## src/rtl/mmio_timer_pkg.sv

```systemverilog
// Register map offsets, control bit positions and reset constants for the mmio_timer.
package mmio_timer_pkg;

    localparam logic [2:0] TIMER_MTIME_LO    = 3'd0;
    localparam logic [2:0] TIMER_MTIME_HI    = 3'd1;
    localparam logic [2:0] TIMER_MTIMECMP_LO = 3'd2;
    localparam logic [2:0] TIMER_MTIMECMP_HI = 3'd3;
    localparam logic [2:0] TIMER_CTRL        = 3'd4;
    localparam logic [2:0] TIMER_STATUS      = 3'd5;

    localparam int unsigned CTRL_ENABLE = 0;
    localparam int unsigned CTRL_INT_EN = 1;

    localparam logic [63:0] MTIMECMP_RST = 64'hFFFF_FFFF_FFFF_FFFF;

endpackage

```

## src/rtl/mmio_timer_byte_merge.sv

```systemverilog
// Per-lane mux: each byte takes the new word where its write lane is set, else the old word.
module mmio_timer_byte_merge (
    input  logic [31:0] old_word,
    input  logic [31:0] new_word,
    input  logic [3:0]  lanes,
    output logic [31:0] merged
);

    always_comb begin
        merged = old_word;
        for (int i = 0; i < 4; i++) begin
            if (lanes[i]) merged[8*i +: 8] = new_word[8*i +: 8];
        end
    end

endmodule

```

## src/rtl/mmio_timer.sv

```systemverilog
// Memory-mapped 64-bit machine timer with compare interrupt and atomic hi-word snapshot.
module mmio_timer
    import mmio_timer_pkg::*;
#(
    parameter int unsigned PRESCALE = 1,
    parameter int unsigned ADDR_W   = 11
) (
    input  logic              clk,
    input  logic              rst_n,
    input  logic              sel,
    input  logic              read,
    input  logic [3:0]        writeb,
    input  logic [ADDR_W-1:0] addr,
    input  logic [31:0]       wdata,
    output logic [31:0]       rdata,
    output logic              external_int
);

    localparam logic [15:0] PS_LAST = 16'(PRESCALE - 1);

    logic [63:0] mtime_q, mtime_d, mtime_inc;
    logic [63:0] mtimecmp_q, mtimecmp_d;
    logic [1:0]  ctrl_q, ctrl_d;
    logic [15:0] cnt_q, cnt_d;
    logic [31:0] snap_q;
    logic [31:0] rd_val;
    logic [2:0]  off;
    logic        enable, tick, pending, ctrl_wr;
    logic [3:0]  be_time_lo, be_time_hi, be_cmp_lo, be_cmp_hi;
    logic        unused_addr;

    assign unused_addr = ^addr[ADDR_W-1:3];
    assign off         = addr[2:0];
    assign enable      = ctrl_q[CTRL_ENABLE];
    assign tick        = enable && (cnt_q == PS_LAST);
    assign mtime_inc   = mtime_q + {63'd0, tick};
    assign pending     = mtime_q >= mtimecmp_q;
    assign ctrl_wr     = sel && (off == TIMER_CTRL) && writeb[0];

    assign be_time_lo = (sel && off == TIMER_MTIME_LO)    ? writeb : 4'b0000;
    assign be_time_hi = (sel && off == TIMER_MTIME_HI)    ? writeb : 4'b0000;
    assign be_cmp_lo  = (sel && off == TIMER_MTIMECMP_LO) ? writeb : 4'b0000;
    assign be_cmp_hi  = (sel && off == TIMER_MTIMECMP_HI) ? writeb : 4'b0000;

    // Writes merge onto the already-incremented time so a same-cycle tick is not lost.
    mmio_timer_byte_merge u_time_lo (
        .old_word (mtime_inc[31:0]),
        .new_word (wdata),
        .lanes    (be_time_lo),
        .merged   (mtime_d[31:0])
    );
    mmio_timer_byte_merge u_time_hi (
        .old_word (mtime_inc[63:32]),
        .new_word (wdata),
        .lanes    (be_time_hi),
        .merged   (mtime_d[63:32])
    );
    mmio_timer_byte_merge u_cmp_lo (
        .old_word (mtimecmp_q[31:0]),
        .new_word (wdata),
        .lanes    (be_cmp_lo),
        .merged   (mtimecmp_d[31:0])
    );
    mmio_timer_byte_merge u_cmp_hi (
        .old_word (mtimecmp_q[63:32]),
        .new_word (wdata),
        .lanes    (be_cmp_hi),
        .merged   (mtimecmp_d[63:32])
    );

    always_comb begin
        ctrl_d = ctrl_q;
        cnt_d  = cnt_q;
        if (enable) cnt_d = tick ? 16'd0 : cnt_q + 16'd1;
        if (ctrl_wr) begin
            ctrl_d = wdata[1:0];
            if (!enable && wdata[CTRL_ENABLE]) cnt_d = 16'd0;
        end
    end

    always_comb begin
        case (off)
            TIMER_MTIME_LO:    rd_val = mtime_q[31:0];
            TIMER_MTIME_HI:    rd_val = snap_q;
            TIMER_MTIMECMP_LO: rd_val = mtimecmp_q[31:0];
            TIMER_MTIMECMP_HI: rd_val = mtimecmp_q[63:32];
            TIMER_CTRL:        rd_val = {30'd0, ctrl_q};
            TIMER_STATUS:      rd_val = {31'd0, pending};
            default:           rd_val = 32'd0;
        endcase
    end

    always_ff @(posedge clk) begin
        if (!rst_n) begin
            mtime_q      <= 64'd0;
            mtimecmp_q   <= MTIMECMP_RST;
            ctrl_q       <= 2'b00;
            cnt_q        <= 16'd0;
            snap_q       <= 32'd0;
            rdata        <= 32'd0;
            external_int <= 1'b0;
        end else begin
            mtime_q      <= mtime_d;
            mtimecmp_q   <= mtimecmp_d;
            ctrl_q       <= ctrl_d;
            cnt_q        <= cnt_d;
            external_int <= pending && ctrl_q[CTRL_INT_EN];
            if (sel && read) begin
                rdata <= rd_val;
                if (off == TIMER_MTIME_LO) snap_q <= mtime_q[63:32];
            end
        end
    end

endmodule

```

## config.mk

```make
export PLATFORM = sky130hd
export DESIGN_NAME = mmio_timer
export DESIGN_NICKNAME = d
export VERILOG_FILES = /design/src/rtl/mmio_timer_pkg.sv /design/src/rtl/mmio_timer_byte_merge.sv /design/src/rtl/mmio_timer.sv
export SDC_FILE = /design/constraint.sdc
export NUM_CORES = 1
export LEC_CHECK = 0
export BUFFER_PORTS_ARGS = -buffer_cell sky130_fd_sc_hd__buf_2
export CORE_MARGIN = 2
export CORE_UTILIZATION = 35
export DETAILED_ROUTE_END_ITERATION = 7
export SKIP_CTS_REPAIR_TIMING = 1
export SYNTH_ARGS = -nofsm -noshare
export SYNTH_HDL_FRONTEND = slang
export SYNTH_SLANG_ARGS = --single-unit
```

## constraint.sdc

```tcl
create_clock -name clk -period 8 [get_ports clk]
set_input_delay 0.4 -clock clk [delete_from_list [all_inputs] [get_ports clk]]
set_output_delay 0.4 -clock clk [all_outputs]
set_load 0.05 [all_outputs]
```

==> flow_summary.json <==
{
  "status": "finished, final reports clean",
  "crit_buf_inv": 3,
  "critPathMaxStageDelay_ns": 0.68,
  "ir_worst_vdd_mv": 0.1519,
  "intPower_w": 0.001746,
  "clock_skew_ns": 0.01352,
  "crit_path_end_kind": "flip-flop",
  "power_frac_clock_pct": 45.9,
  "finalSetupViolations": 0,
  "core_um2": 30830,
  "synth_fp_nets": 1493,
  "final_common_cell": "dfxtp_1",
  "path_class": "flip-flop to flip-flop",
  "initial_core_util_pct": 35.73,
  "worstReg2RegEnd": "mtime_q[26]$_SDFF_PN0_",
  "yosys.cell_types.count": 52,
  "power_switching_w": 0.0005848,
  "p_seq_share_pct": 46.9,
  "clock.fmax_mhz": 278.1,
  "swShare_pct": 25.08,
  "cts_made_buffers": 26,
  "final-instance-count-excl-fill": 1816,
  "timing.final.crit_share_pct": 44.95,
  "cp.required_ns": 8.44,
  "die_w_um": 181.4,
  "r2r_setup_slack_ns": 4.40,
  "place_inst": 1774,
  "synth_flop_cell": "dfxtp_1",
  "power.density_nw_per_um2": 186.9,
  "drcViolationCount": 0,
  "p_leak_nw": 5.127,
  "io_buffers": 75,
  "crit_arrival_ns": 4.03,
  "grt_pass1_vias": 9545,
  "wl_per_cell_um": 19.01,
  "syn_to_final_growth_pct": 13.24,
  "slew_headroom_pct": 27.60,
  "final_max_slew_viol_count": 0,
  "worstPathMaxFanout": 7,
  "htree_levels": 1,
  "hold_viol": 0,
  "multi_input_area_um2": 6192,
  "crit_cells": 14,
  "ys_ff_latch": 211,
  "gp_congestion": 0.8682,
  "final_nets": 1525,
  "setup_tns_ns": 0,
  "clockBufferDepth": 3,
  "grt_pass1_wl_um": 54740,
  "synth_area_um2": 11020,
  "grtUsageTotal_pct": 20.69,
  "die_area_um2": 32910,
  "p_total_w": 0.002331,
  "hold_class": "primary input to flip-flop",
  "worstPathCellList": "inv_1 > ha_1 > nand2_1 > nor3_1 > nand4_1 > inv_1 > ha_1 > ha_1 > inv_1 > or4_1 > or3_1 > nor4_1 > xnor2_1 > a211oi_1",
  "synth_edf_count": 0,
  "cts.sinks": 211,
  "syn_inst": 1374,
  "yosysSeqAreaShare_pct": 38.34,
  "max_cap_violations": 0,
  "r2r-start": "cnt_q[0]$_SDFF_PN0_",
  "synth-async-reset-ratio_pct": 0,
  "critPathLaunchType": "flip-flop",
  "vias": 10195,
  "pwr-share-comb_pct": 7.2,
  "cts_root_buffer": "clkbuf_16",
  "holdPathStages": 3,
  "cts_tree": "yes",
  "totalWireLength_um": 34520,
  "rr_worst_depth": 14,
  "layout_common_cells": "dfxtp_1, nand2_1, a21oi_1",
  "vias_per_cell": 5.614,
  "fp.dieH_um": 181.4,
  "globalRouteOverflowTotal": 0,
  "yosysWarnings": 0,
  "grt_max_degree": 88,
  "seqCellArea_um2": 4224,
  "rows": 64,
  "hpwlAfterDp_um": 23820,
  "clk_latency_ns": 0.53,
  "drt-initial-drc-count": 832,
  "syn_avg_cell_area_um2": 8.018,
  "io_pins": 84,
  "final.fill_count": 3148,
  "clk_pin_slew_ns": 0.06,
  "cp_top_family": "simple AND/OR/NAND/NOR gates",
  "antenna_left": 0,
  "cpMaxStageDelayCell": "or4_1",
  "setup.worst_path.end": "mtime_q[26]$_SDFF_PN0_",
  "firstDrtPassIters": 5,
  "final.min_clock_period_ns": 3.596,
  "layout-drive-gt1-share_pct": 9.873,
  "crit_start": "cnt_q[0]$_SDFF_PN0_",
  "antenna_found_initial": 2,
  "worst_pin_slew_ns": 1.086,
  "rsz0062_at_grt": "no"
}
power groups by stage:
stage	registers (W)	clock network (W)	logic (W)
6_report	0.00109	0.00107	0.000167
5_1_grt	0.00110	0.00113	0.000183
4_1_cts	0.00109	0.00109	0.000166
3_5_place_dp	0.00111	0	0.000166
3_3_place_gp	0.00111	0	0.000164
2_1_floorplan	0.00112	0	0.0000888
metal layers:
metal | track usage, % | share of wire, % | wire [µm] | up-vias
met4 | 5.496 | 2.2 | 754 | 0
li1 | - | - | - | 5014
met2 | 33.04 | 45 | 15400 | 314
met3 | 2.607 | 6.5 | 2236 | 45
met1 | 29.42 | 47 | 16130 | 4822
met5 | 0 | 0 | 0 | -
worst register-to-register path, cell delays in order (launching register included):
cell and delay [ns]:
dfxtp_1 0.36, inv_1 0.10, ha_1 0.16, nand2_1 0.05, nor3_1 0.14, nand4_1 0.21
inv_1 0.10, ha_1 0.25, ha_1 0.36, inv_1 0.11, or4_1 0.68, or3_1 0.37
nor4_1 0.27, xnor2_1 0.12, a211oi_1 0.23
cell usage after synthesis (all sizes together) (2+ instances only):
library cell	instances	area, µm²
nand2b	8	50.05
nor3	26	141.4
ha	68	850.8
nor2	98	367.9
clkbuf	85	319.1
a22oi	60	450.4
dfxtp	211	4224
a311oi	8	70.07
o31a	2	17.52
o21ai	51	255.2
nand2	176	660.6
mux2i	6	60.06
or3	16	105.1
nand4	36	240.2
o211ai	68	510.5
xor2	22	192.7
o31ai	2	15.01
and3	22	137.6
a31oi	4	25.02
nor4	16	100.1
and4	12	105.1
or4	3	22.52
nand3	52	272.8
xnor2	33	289.0
a21oi	144	720.7
mux4	2	45.04
a21o	9	67.56
inv	84	315.3
a211oi	27	202.7
a221oi	3	26.28
nor3b	4	30.03
layout make-up:
class	instances	share of cell area (%)
diodes	2	0.04012
clock buffers	35	5.817
clock inverters	5	0.2307
inverters	84	2.537
multi-input cells	993	49.63
flip-flops and latches	211	33.86
well taps	396	3.972
repair buffers	90	3.911
metrics by stage:
stage,hold slack (ns),area (µm²),setup WS [ns],util (%)
final,0.1595,12480,4.404,40.47
after global routing,0.1557,12470,4.024,40.46
after CTS,0.1430,12470,4.396,40.45
after detailed placement,0.4462,11720,4.428,38.00
after global placement,0.4424,11720,4.462,38.00
after floorplan,0.4333,11020,4.985,-
logic make-up (layout without fill, tap and decap cells):
logic type | Yosys count | count (layout) | synth area share (%)
flops | 211 | 211 | 38.34
xor+xnor | 55 | 55 | 4.372
compound gates | 386 | 386 | 22.04
fa+ha+maj | 68 | 68 | 7.723
other cells | 0 | 2 | 0
simple gates | 475 | 475 | 20.67
mux | 9 | 9 | 1.056
buf+inv | 170 | 214 | 5.792
state kept, by name, summed over array words and instances (netlist names):
register      cells
cnt_q            16
ctrl_q            2
external_int      1
mtime_q          64
mtimecmp_q       64
rdata            32
snap_q           32
worst min path at each step:
stage | to | slack (ns) | from
final | mtimecmp_q[2]$_SDFFE_PN1P_ | 0.16 | wdata[2]
after global routing | mtimecmp_q[2]$_SDFFE_PN1P_ | 0.16 | wdata[2]
after CTS | mtimecmp_q[2]$_SDFFE_PN1P_ | 0.14 | wdata[2]
after detailed placement | snap_q[23]$_SDFFE_PN0P_ | 0.45 | snap_q[23]$_SDFFE_PN0P_
after global placement | snap_q[15]$_SDFFE_PN0P_ | 0.44 | snap_q[15]$_SDFFE_PN0P_
after floorplan | snap_q[0]$_SDFFE_PN0P_ | 0.43 | snap_q[0]$_SDFFE_PN0P_
Note: power is estimated with default switching activity, not from simulation.
